`config.mk`:
```
export PLATFORM = sky130hd
export DESIGN_NAME = drive_sequencer
export DESIGN_NICKNAME = d
export VERILOG_FILES = /design/src/rtl/drive_sequencer.sv
export SDC_FILE = /design/constraint.sdc
export NUM_CORES = 1
export LEC_CHECK = 0
export ABC_CLOCK_PERIOD_IN_PS = 7380
export CAP_MARGIN = 10
export CORE_ASPECT_RATIO = 1.75
export CORE_UTILIZATION = 30
export DETAILED_ROUTE_END_ITERATION = 7
export GPL_TIMING_DRIVEN = 0
export PLACE_DENSITY_LB_ADDON = 0.12
export SYNTH_ARGS = -nofsm -noshare
export SYNTH_HDL_FRONTEND = slang
export SYNTH_SLANG_ARGS = --single-unit
```
`constraint.sdc`:
```
create_clock -name clk -period 7.38 [get_ports clk]
set_input_delay 0.738 -clock clk [delete_from_list [all_inputs] [get_ports clk]]
set_output_delay 0.738 -clock clk [all_outputs]
set_load 0.01 [all_outputs]
```
`src/rtl/drive_sequencer.sv`:
```
// Motor drive sequencer: ramps PWM duty toward a commanded target, enforces a
// zero-duty dead time before direction reversals, and parks in HALT while the
// disable handler withholds Enable. A pause window halves the target (creep).
//
// Handshake: a command transfers on any rising clk edge where CmdValid and
// CmdReady are both 1. CmdReady depends only on the registered state (it is 0
// only in DEAD), so it never depends combinationally on CmdValid.
module drive_sequencer #(
  parameter int RAMP_DIV  = 1000,
  parameter int RAMP_STEP = 8,
  parameter int DEAD_TIME = 500
) (
  input  logic       clk,
  input  logic       rst,
  input  logic       Enable,
  input  logic       Pause,
  input  logic       CmdValid,
  input  logic       CmdDir,
  input  logic [7:0] CmdDuty,
  output logic       CmdReady,
  output logic [7:0] Duty,
  output logic       Dir,
  output logic       MotorEn,
  output logic [2:0] State,
  output logic [7:0] HaltCount
);

  typedef enum logic [2:0] {
    S_IDLE = 3'd0,
    S_RAMP = 3'd1,
    S_RUN  = 3'd2,
    S_DEAD = 3'd3,
    S_HALT = 3'd4
  } state_t;

  localparam int TW = (RAMP_DIV  > 1) ? $clog2(RAMP_DIV)  : 1;
  localparam int DW = (DEAD_TIME > 1) ? $clog2(DEAD_TIME) : 1;
  localparam logic [TW-1:0] TICK_LAST = TW'(RAMP_DIV - 1);
  localparam logic [DW-1:0] DEAD_LAST = DW'(DEAD_TIME - 1);
  localparam logic [8:0]    STEP9     = 9'(RAMP_STEP);

  state_t          state;
  logic [7:0]      duty;
  logic            dir;
  logic            motor_en;
  logic [7:0]      tgt_duty;
  logic            tgt_dir;
  logic [7:0]      halt_count;
  logic            enable_q;
  logic [TW-1:0]   tick_cnt;
  logic [DW-1:0]   dead_cnt;

  logic            accept;
  logic            en_fall;
  logic            cmd_stop;
  logic            cmd_reverse;
  logic [7:0]      eff_duty;
  logic [8:0]      ramp_sum;
  logic [7:0]      ramp_duty;

  assign CmdReady    = (state != S_DEAD);
  assign accept      = CmdValid & CmdReady;
  assign en_fall     = enable_q & ~Enable;
  assign cmd_stop    = accept & (CmdDuty == 8'd0);
  assign cmd_reverse = accept & (CmdDuty != 8'd0) & (CmdDir != dir);

  // Creep during the pause window runs at half the latched target.
  assign eff_duty  = (Pause & Enable) ? {1'b0, tgt_duty[7:1]} : tgt_duty;

  // Ramp increment is done in 9 bits so a large step near 255 clamps to the
  // target instead of wrapping through zero.
  assign ramp_sum  = {1'b0, duty} + STEP9;
  assign ramp_duty = (ramp_sum > {1'b0, eff_duty}) ? eff_duty : ramp_sum[7:0];

  assign State     = state;
  assign Duty      = duty;
  assign Dir       = dir;
  assign MotorEn   = motor_en;
  assign HaltCount = halt_count;

  // Sequencer FSM, target latch and Enable-fall counter; Enable=0 overrides all.
  always_ff @(posedge clk) begin
    if (rst) begin
      state      <= S_IDLE;
      duty       <= 8'd0;
      dir        <= 1'b0;
      motor_en   <= 1'b0;
      tgt_duty   <= 8'd0;
      tgt_dir    <= 1'b0;
      halt_count <= 8'd0;
      enable_q   <= 1'b1;
      tick_cnt   <= '0;
      dead_cnt   <= '0;
    end else begin
      enable_q <= Enable;
      if (en_fall && (halt_count != 8'hFF)) begin
        halt_count <= halt_count + 8'd1;
      end

      // Every accepted command is latched, including while halted.
      if (accept) begin
        tgt_duty <= CmdDuty;
        tgt_dir  <= CmdDir;
      end

      if (!Enable) begin
        state    <= S_HALT;
        duty     <= 8'd0;
        motor_en <= 1'b0;
      end else begin
        unique case (state)
          S_IDLE: begin
            duty     <= 8'd0;
            motor_en <= 1'b0;
            if (cmd_reverse) begin
              state    <= S_DEAD;
              dead_cnt <= '0;
            end else if (accept && (CmdDuty != 8'd0)) begin
              state    <= S_RAMP;
              tick_cnt <= '0;
            end
          end

          S_RAMP: begin
            if (cmd_stop) begin
              state    <= S_IDLE;
              duty     <= 8'd0;
              motor_en <= 1'b0;
            end else if (cmd_reverse) begin
              state    <= S_DEAD;
              dead_cnt <= '0;
              duty     <= 8'd0;
              motor_en <= 1'b0;
            end else if (duty >= eff_duty) begin
              // Reached (or target dropped below) the effective target.
              state    <= S_RUN;
              duty     <= eff_duty;
              motor_en <= (eff_duty != 8'd0);
            end else if (tick_cnt == TICK_LAST) begin
              tick_cnt <= '0;
              duty     <= ramp_duty;
              motor_en <= 1'b1;
            end else begin
              tick_cnt <= tick_cnt + TW'(1);
              motor_en <= (duty != 8'd0);
            end
          end

          S_RUN: begin
            if (cmd_stop) begin
              state    <= S_IDLE;
              duty     <= 8'd0;
              motor_en <= 1'b0;
            end else if (cmd_reverse) begin
              state    <= S_DEAD;
              dead_cnt <= '0;
              duty     <= 8'd0;
              motor_en <= 1'b0;
            end else if (eff_duty > duty) begin
              state    <= S_RAMP;
              tick_cnt <= '0;
            end else if (eff_duty < duty) begin
              duty     <= eff_duty;
              motor_en <= (eff_duty != 8'd0);
            end
          end

          S_DEAD: begin
            duty     <= 8'd0;
            motor_en <= 1'b0;
            if (dead_cnt == DEAD_LAST) begin
              dir      <= tgt_dir;
              state    <= S_RAMP;
              tick_cnt <= '0;
            end else begin
              dead_cnt <= dead_cnt + DW'(1);
            end
          end

          S_HALT: begin
            duty     <= 8'd0;
            motor_en <= 1'b0;
            if (tgt_duty == 8'd0) begin
              state <= S_IDLE;
            end else if (tgt_dir != dir) begin
              state    <= S_DEAD;
              dead_cnt <= '0;
            end else begin
              state    <= S_RAMP;
              tick_cnt <= '0;
            end
          end

          default: begin
            state    <= S_IDLE;
            duty     <= 8'd0;
            motor_en <= 1'b0;
          end
        endcase
      end
    end
  end

endmodule

```
==> flow_summary.yaml, run 1 <==
outcome:
  status: "complete, no violations"
die:
  rows: 50
  die_area_um2: 11600
  core_um2: 10800
  start_util: 0.312
  die_width_um: 81.9
  die_y_um: 142
  io_pins: 36
cells_and_area:
  finalNonFillerCells: 610
  synthToLayoutAreaGrowth_pct: 19.4
  diodes: 0
  fin_nets: 509
  drive_above_1_share: 0.0708
  fill_cells: 1180
sta:
  relSlewSlack: 0.336
  fmax_mhz: 238
  fin_tns_setup_ns: 0
  tightest_slew_ns: 0.990
  hold_viol: 0
  fin_crit_ns: 4.21
  fin_skew_ns: 0.00903
  finalCritPeriodShare: 0.570
  grt_setup_unrepaired: "false"
  setup_viol: 0
  slew_viol_final: 0
clock_tree:
  cts_buffers: 5
  root_buffer: "clkbuf_16"
  postCtsResizedCells: 0
  clkSinkCount: 50
  clk_pin_slew_worst_paths_ns: 0.07
  postCtsHoldBufs: 0
  clk-insertion-delay-late_ns: 0.30
  cts_tree: "done"
  postCtsSetupBuffers: 0
  htree_num_levels: 2
  cts.path.max_buffers: 2
global_route:
  grt_antenna_before_repair: 0
  grt_max_degree: 17
  overflow: 0
  grt_pass1_wl_mm: 16.9
  track_usage: 0.190
  grt_pass1_vias: 3416
power:
  p_comb_frac: 0.224
  p_per_area_nw_per_um2: 167
  ir_drop_v: 0.0000881
  p_clk_frac: 0.351
  p_switching_w: 0.000210
  power_frac_seq: 0.425
  p_leak_nw: 1.39
  intPower_w: 0.000458
  finalPower_w: 0.000667
  p_sw_frac: 0.314
route:
  routedWlPerCell_um: 17.0
  drtIter0Drc: 109
  ant_nets: 0
  drc_errors: 0
  drt-total-wl_mm: 10.4
  firstDrtPassIters: 4
  vias: 3359
  routed_via_density: 5.51
synthesis:
  syn_inst: 438
  synth_edf_count: 0
  syn_area_um2: 3350
  avgSynthCellArea_um2: 7.65
  ys_seq_elements: 50
  ys_seq_area_frac: 0.299
  synth.distinct_cells: 68
  yosysWarnings: 0
  ys.flop_type: "dfxtp_1"
  synth_nets: 468
  ys_async_sr_fraction: 0
setup_path:
  crit_path_end_kind: "register"
  required_ns: 7.59
  crit_arrival_ns: 4.42
  crit_type: "input pin to register"
  cp_max_fo: 10
  cp-start-kind: "input pin"
place:
  dp_hpwl_mm: 8.11
  globalplace.congestion: 0.879
  portBuffers: 34
  dp_cells: 602
hold_path:
  holdCritPathClass: "register to register"
flow_run:
  maxCapViolations: 0
## area by class of cell
type	instances	area [µm²]	share of cell area
tap	130	163	0.0407
inverter	27	101	0.0253
buffer	14	63.8	0.0159
sequential	50	1000	0.250
clock inverter	3	21.3	0.00532
multi-input combinational	347	2190	0.546
clock buffer	5	125	0.0313
timing repair buffer	34	340	0.0851
## power groups by stage
stage               Sequential, W  Clock, W  Combinational [W]
CTS                      0.000284  0.000243           0.000150
global route             0.000285  0.000252           0.000164
floorplan                0.000289         0           0.000100
finish                   0.000284  0.000234           0.000150
global placement         0.000290         0           0.000148
detailed placement       0.000290         0           0.000149
## state kept, by name, indices dropped and copies added, names as in the netlist, 3 cells and up
register and flops:
HaltCount 8, tgt_duty 8, Duty 8, dead_cnt 9
State 3, tick_cnt 10
## worst paths after layout
path / startpoint / to / slack, ns / cells past startpoint
max: Enable / Duty[6] / 3.17 / 11
min: tick_cnt[9] / tick_cnt[9] / 0.48 / 1
max reg2reg: Duty[3] / Duty[6] / 3.93 / 11
min reg2reg: tick_cnt[9] / tick_cnt[9] / 0.48 / 1
## synth_stat cells, types with 3 or more instances
| cell type | number | area, µm² |
|---|---|---|
| clkbuf_1 | 10 | 37.5 |
| xor2_1 | 5 | 43.8 |
| a31oi_1 | 3 | 18.8 |
| ha_1 | 16 | 200 |
| a211oi_1 | 4 | 30.0 |
| nor2b_1 | 6 | 37.5 |
| xnor2_1 | 10 | 87.6 |
| buf_2 | 3 | 15.0 |
| nand4_1 | 6 | 37.5 |
| o211ai_1 | 4 | 30.0 |
| o31ai_1 | 4 | 30.0 |
| nor2_1 | 36 | 135 |
| dfxtp_1 | 50 | 1000 |
| o21ai_0 | 14 | 70.1 |
| and2_1 | 3 | 18.8 |
| o21ai_1 | 10 | 50.1 |
| a21oi_1 | 31 | 155 |
| mux2_2 | 3 | 33.8 |
| nor4_1 | 10 | 62.6 |
| o41ai_1 | 3 | 26.3 |
| mux2i_1 | 5 | 50.1 |
| o22ai_1 | 4 | 25.0 |
| or4_1 | 6 | 45.0 |
| nand2b_1 | 7 | 43.8 |
| nand2_1 | 61 | 229 |
| or3_1 | 6 | 37.5 |
| and3_1 | 4 | 25.0 |
| nand3_1 | 23 | 115 |
| o32ai_1 | 6 | 52.6 |
| inv_2 | 3 | 11.3 |
| inv_1 | 23 | 86.3 |
| nor3_1 | 10 | 50.1 |
| or2_2 | 4 | 25.0 |
## cell usage in the layout, fill, tap and decap left out, types with 6 or more instances in the layout
master	n
clkdlybuf4s50_1	34
inv_1	23
ha_1	16
dfxtp_1	50
o21ai_0	14
o21ai_1	10
nand2_1	61
xnor2_1	10
nor2_1	36
clkbuf_1	10
nand2b_1	7
nor4_1	10
or4_1	6
nor3_1	10
or3_1	6
a21oi_1	31
o32ai_1	6
nand4_1	6
nand3_1	23
nor2b_1	6
## critical path, cell delays in order
cell and delay, ns:
clkdlybuf4s50_1 0.43, buf_6 0.16, nand2_1 0.32, mux2_2 0.44
ha_1 0.40, o211ai_1 0.15, a221oi_1 0.36, nor2_1 0.22
nor4_4 0.61, mux2_4 0.36, a221oi_2 0.22
## per-stage QoR
step / instance area, µm² / hold WS [ns] / setup slack, ns / utilization
detailed placement: 3850 / 0.474 / 2.85 / 0.358
floorplan: 3350 / 0.448 / 3.91 / -
global route: 4000 / 0.506 / 2.83 / 0.372
global placement: 3850 / 0.469 / 2.87 / 0.358
CTS: 4000 / 0.484 / 3.16 / 0.372
finish: 4000 / 0.483 / 3.17 / 0.372
## routing by layer
layer | global-route usage | up-vias | routed length (µm)
met3 | 0.0244 | 24 | 300
li1 | - | 1685 | -
met5 | 0 | - | 0
met4 | 0.0859 | 0 | 374
met2 | 0.367 | 63 | 5670
met1 | 0.192 | 1587 | 4010
## kinds of logic (layout without fill, tap and decap cells)
logic type / count (synthesis) / in the layout / synth area share
and+or+nand+nor: 191 / 191 / 0.286
buffers and inverters: 41 / 83 / 0.0493
adders and majority gates: 16 / 16 / 0.0597
DFF: 50 / 50 / 0.299
muxes: 9 / 9 / 0.0295
xor gates and xnor gates: 15 / 15 / 0.0392
AOI/OAI and AO/OA: 116 / 116 / 0.238
(Power assumes the default switching activity.)
==> run 2, diff against run 1 <==
--- a/config.mk
+++ b/config.mk
@@ -5,7 +5,7 @@
 export SDC_FILE = /design/constraint.sdc
 export NUM_CORES = 1
 export LEC_CHECK = 0
-export ABC_CLOCK_PERIOD_IN_PS = 7380
+export ABC_CLOCK_PERIOD_IN_PS = 4000
 export CAP_MARGIN = 10
 export CORE_ASPECT_RATIO = 1.75
 export CORE_UTILIZATION = 30
==> constraint.sdc (replaced) <==
create_clock -name clk -period 4 [get_ports clk]
set_input_delay 0.4 -clock clk [delete_from_list [all_inputs] [get_ports clk]]
set_output_delay 0.4 -clock clk [all_outputs]
set_load 0.01 [all_outputs]
==> run 2 against run 1 <==
Compared with the run above:
- power up 86%
- critical endpoint is now Duty[7]
- largest power group unchanged
- final cell count is 0.33% higher
- die area unchanged
- final area is 0.69% higher
- clock skew decreased by 0.00075 ns
==> flow_summary.yaml, run 2 (synthesis results as in run 1) <==
cells_and_area:
  synthToLayoutAreaGrowth_pct: 20.2
  fill_cells: 1176
  regArea_um2: 1000
  utilization: 0.374
  reg_top3: "tick_cnt x10, dead_cnt x9"
  diodes: 0
  final_cell_mix: "nand2_1 (60), dfxtp_1 (50), nor2_1 (36)"
  mostFrequentLayoutCell: "nand2_1"
  finalNonFillerCells: 612
  drive_above_1_share: 0.0809
  multiInputGateArea_um2: 2200
  fin_nets: 511
  largest_reg_flops: 10
  regMostFlops: "tick_cnt"
route:
  routed_via_density: 5.52
  drt-total-wl_mm: 10.3
  drtIter0Drc: 111
  vias: 3376
  drc_errors: 0
  routedWlPerCell_um: 16.9
  firstDrtPassIters: 4
  ant_nets: 0
power:
  p_leak_nw: 1.39
  finalPower_w: 0.00124
  ir_drop_v: 0.000161
  p_per_area_nw_per_um2: 308
global_route:
  grt_pass1_wl_mm: 16.9
  overflow: 0
  grt_antenna_before_repair: 0
  grt_pass1_vias: 3416
  track_usage: 0.190
  grt_max_degree: 17
die:
  rows: 50
  die_y_um: 142
  core_um2: 10800
  start_util: 0.312
  die_width_um: 81.9
  io_pins: 36
  die_area_um2: 11600
sta:
  tightest_slew_ns: 0.991
  fin_crit_ns: 3.64
  whs_ns: 0.482
  slew_viol_final: 0
  finalCritPeriodShare: 0.910
  relSlewSlack: 0.335
  fin_skew_ns: 0.00827
  setup_viol: 0
  grt_setup_unrepaired: "false"
  fmax_mhz: 275
  hold_viol: 0
  fin_tns_setup_ns: 0
clock_tree:
  htree_num_levels: 2
  clkSinkCount: 50
  cts_buffers: 5
  root_buffer: "clkbuf_16"
  clk-insertion-delay-late_ns: 0.30
  cts_tree: "done"
  clk_pin_slew_worst_paths_ns: 0.07
  cts.path.max_buffers: 2
setup_path:
  required_ns: 4.18
  cp-start-kind: "input pin"
  crit_type: "input pin to register"
  cp_max_fo: 10
  crit_arrival_ns: 3.82
  crit_path_end_kind: "register"
place:
  dp_hpwl_mm: 8.11
  dp_cells: 602
  globalplace.congestion: 0.879
  portBuffers: 34
outcome:
  status: "complete, no violations"
hold_path:
  holdCritPathClass: "register to register"
flow_run:
  maxCapViolations: 0
[run 2: cell count changes in the layout (fill, tap and decap cells not counted), sizes merged]
| cell | delta |
|---|---|
| buf | +2 |
[run 2: final timing paths]
path          startpoint  slack (ns)  cells after the start           to
max               Enable        0.36                     13      Duty[7]
min          tick_cnt[9]        0.48                      1  tick_cnt[9]
max reg2reg      Duty[3]        0.72                     12      Duty[6]
min reg2reg  tick_cnt[9]        0.48                      1  tick_cnt[9]
[run 2: critical path, cell delays in order]
cell,delay (ns)
clkdlybuf4s50_1,0.43
buf_6,0.17
nand2_2,0.21
mux2_2,0.43
ha_1,0.40
o211ai_1,0.15
a221oi_1,0.36
or2_1,0.16
clkbuf_1,0.27
and2_1,0.17
buf_2,0.21
a211oi_1,0.08
or3_1,0.38
[run 2: power by group]
group,internal [W],switching [W]
Combinational,0.000111,0.000175
Sequential,0.000509,0.0000144
Clock,0.000232,0.000198
[run 2: per-layer routing]
metal  GRT usage  part of all wire  up-vias
li1            -                 -     1688
met1       0.192              0.38     1588
met2       0.367              0.55       77
met3      0.0244             0.035       23
met4      0.0859             0.035        0
met5           0                 0        -
[run 2: timing repair]
action	CTS	global route
buffers inserted	0	2
endpoints found under the setup margin	0	15
hold buffers	0	0
gates resized for setup	0	3
[run 2: final cells by class]
cell class | count | area share
multi-input cells | 347 | 0.546
flip-flops and latches | 50 | 0.248
repair buffers | 36 | 0.0882
well taps | 130 | 0.0404
clock buffers | 5 | 0.0311
inverters | 27 | 0.0252
plain buffers | 14 | 0.0158
clock inverters | 3 | 0.00528
[run 2: per-stage QoR]
step / cell area, µm² / worst slack (ns)
finish: 4030 / 0.360
global route: 4030 / 0.136
CTS: 4000 / 0.120
detailed placement: 3850 / -0.188
global placement: 3850 / -0.172
floorplan: 3350 / 0.873
==> run 3, diff against run 2 <==
==> constraint.sdc (replaced) <==
create_clock -name clk -period 4 [get_ports clk]
set_input_delay 0.8 -clock clk [delete_from_list [all_inputs] [get_ports clk]]
set_output_delay 0.8 -clock clk [all_outputs]
set_load 0.01 [all_outputs]
==> run 3 against run 2 <==
Compared with the run above:
- wire length rose by 0.34%
- clock-buffer cell count stayed put
- global-route usage barely moved
- final cell count stayed put
- sequential cell count is the same
- clock power about the same
- largest power group unchanged
- setup slack worse by 0.19 ns
- non-clock buffer count unchanged
- utilization rose by 0.17 points
==> flow_summary.yaml, run 3 (synthesis results as in run 1) <==
sta:
  hold_viol: 0
  fin_crit_ns: 3.83
  grt_setup_unrepaired: "false"
  fmax_mhz: 261
  fin_skew_ns: 0.00844
  relSlewSlack: 0.297
  finalCritPeriodShare: 0.956
  setup_viol: 0
  tightest_slew_ns: 1.05
  slew_viol_final: 0
route:
  firstDrtPassIters: 4
  drt-total-wl_mm: 10.4
  drtIter0Drc: 124
  vias: 3371
  routedWlPerCell_um: 16.9
  ant_nets: 0
  routed_via_density: 5.51
  drc_errors: 0
power:
  p_per_area_nw_per_um2: 309
  p_leak_nw: 1.40
  ir_drop_v: 0.000162
  finalPower_w: 0.00125
place:
  dp_hpwl_mm: 8.11
  dp_cells: 602
  globalplace.congestion: 0.879
  portBuffers: 34
global_route:
  grt_antenna_before_repair: 0
  grt_pass1_vias: 3429
  use_met2: 0.368
  grt_pass1_wl_mm: 16.9
  met1_usage: 0.193
  track_usage: 0.190
  grt_max_degree: 17
  overflow: 0
  grt_util_met3: 0.0238
  grt_busiest_layer: "met2"
clock_tree:
  cts_buffers: 5
  root_buffer: "clkbuf_16"
  postCtsHoldBufs: 0
  clkSinkCount: 50
  htree_num_levels: 2
  cts_tree: "done"
  cts.path.max_buffers: 2
  clk_pin_slew_worst_paths_ns: 0.07
  clk-insertion-delay-late_ns: 0.30
setup_path:
  cp.depth: 12
  cp_num_buf_inv: 3
  r2r_cells: 12
  cp_common_cell: "a221oi_2"
  crit_arrival_ns: 4.04
  crit_type: "input pin to register"
  cp_slowest_cell: "clkdlybuf4s50_1"
  cp_max_fo: 10
  required_ns: 4.21
  crit_chain: "clkdlybuf4s50_1, buf_6, nand2_4, mux2_2, ha_1, o211ai_1, a221oi_2, nor2_1, nor4_4, buf_4, mux2_4, a221oi_2"
  cp-start-kind: "input pin"
  crit_path_end_kind: "register"
  crit_family: "buffers and inverters"
  cp_slowest_stage_delay_ns: 0.43
die:
  io_pins: 36
  die_width_um: 81.9
  start_util: 0.312
  die_y_um: 142
  die_area_um2: 11600
  core_um2: 10800
  rows: 50
cells_and_area:
  regArea_um2: 1000
  fin_nets: 511
  drive_above_1_share: 0.0871
  finalNonFillerCells: 612
  regMostFlops: "tick_cnt"
  reg_top3: "tick_cnt x10, dead_cnt x9"
  final_cell_mix: "nand2_1 (60), dfxtp_1 (50), nor2_1 (36)"
  mostFrequentLayoutCell: "nand2_1"
  multiInputGateArea_um2: 2210
  fill_cells: 1177
  diodes: 0
  largest_reg_flops: 10
  synthToLayoutAreaGrowth_pct: 20.8
hold_path:
  hold_depth: 1
  holdCritPathClass: "register to register"
flow_run:
  maxCapViolations: 0
outcome:
  status: "complete, no violations"
==> run 3: stage by stage <==
| step | setup TNS, ns | util | hold WS [ns] | worst slack [ns] | instance area [µm²] |
|---|---|---|---|---|---|
| after CTS | 0 | 0.374 | 0.484 | 0.0266 | 4030 |
| after floorplan | 0 | - | 0.448 | 0.473 | 3350 |
| after global routing | 0 | 0.376 | 0.506 | 0.0441 | 4050 |
| after detailed placement | -9.48 | 0.358 | 0.474 | -0.588 | 3850 |
| final | 0 | 0.376 | 0.483 | 0.174 | 4050 |
| after global placement | -9.15 | 0.358 | 0.469 | -0.572 | 3850 |
==> run 3: layout make-up <==
cell class	count	share of cell area
Clock inverter	3	0.00526
Inverter	27	0.0250
Clock buffer	5	0.0309
Timing Repair Buffer	37	0.0896
Sequential cell	50	0.247
Buffer	13	0.0148
Multi-Input combinational cell	347	0.547
Tap cell	130	0.0402
==> run 3: routing by layer <==
| metal | vias to the layer above | share of wire |
|---|---|---|
| met3 | 25 | 0.031 |
| met2 | 71 | 0.55 |
| li1 | 1686 | - |
| met5 | - | 0 |
| met1 | 1589 | 0.38 |
| met4 | 0 | 0.034 |
==> run 3: timing repair <==
item | CTS | global route
pin swaps | 1 | 0
setup buffers | 3 | 0
endpoints found under the setup margin | 19 | 13
gates resized for setup | 2 | 4
==> run 3: worst paths after layout <==
check | start | end | slack, ns
worst min-delay path | tick_cnt[9] | tick_cnt[9] | 0.48
worst min register to register | tick_cnt[9] | tick_cnt[9] | 0.48
worst max register to register | Duty[3] | Duty[6] | 0.73
worst max-delay path | Enable | Duty[6] | 0.17
==> run 3: report_power, final <==
group	internal [W]	switching, W
clock network	0.000232	0.000201
logic	0.000115	0.000178
registers	0.000509	0.0000143
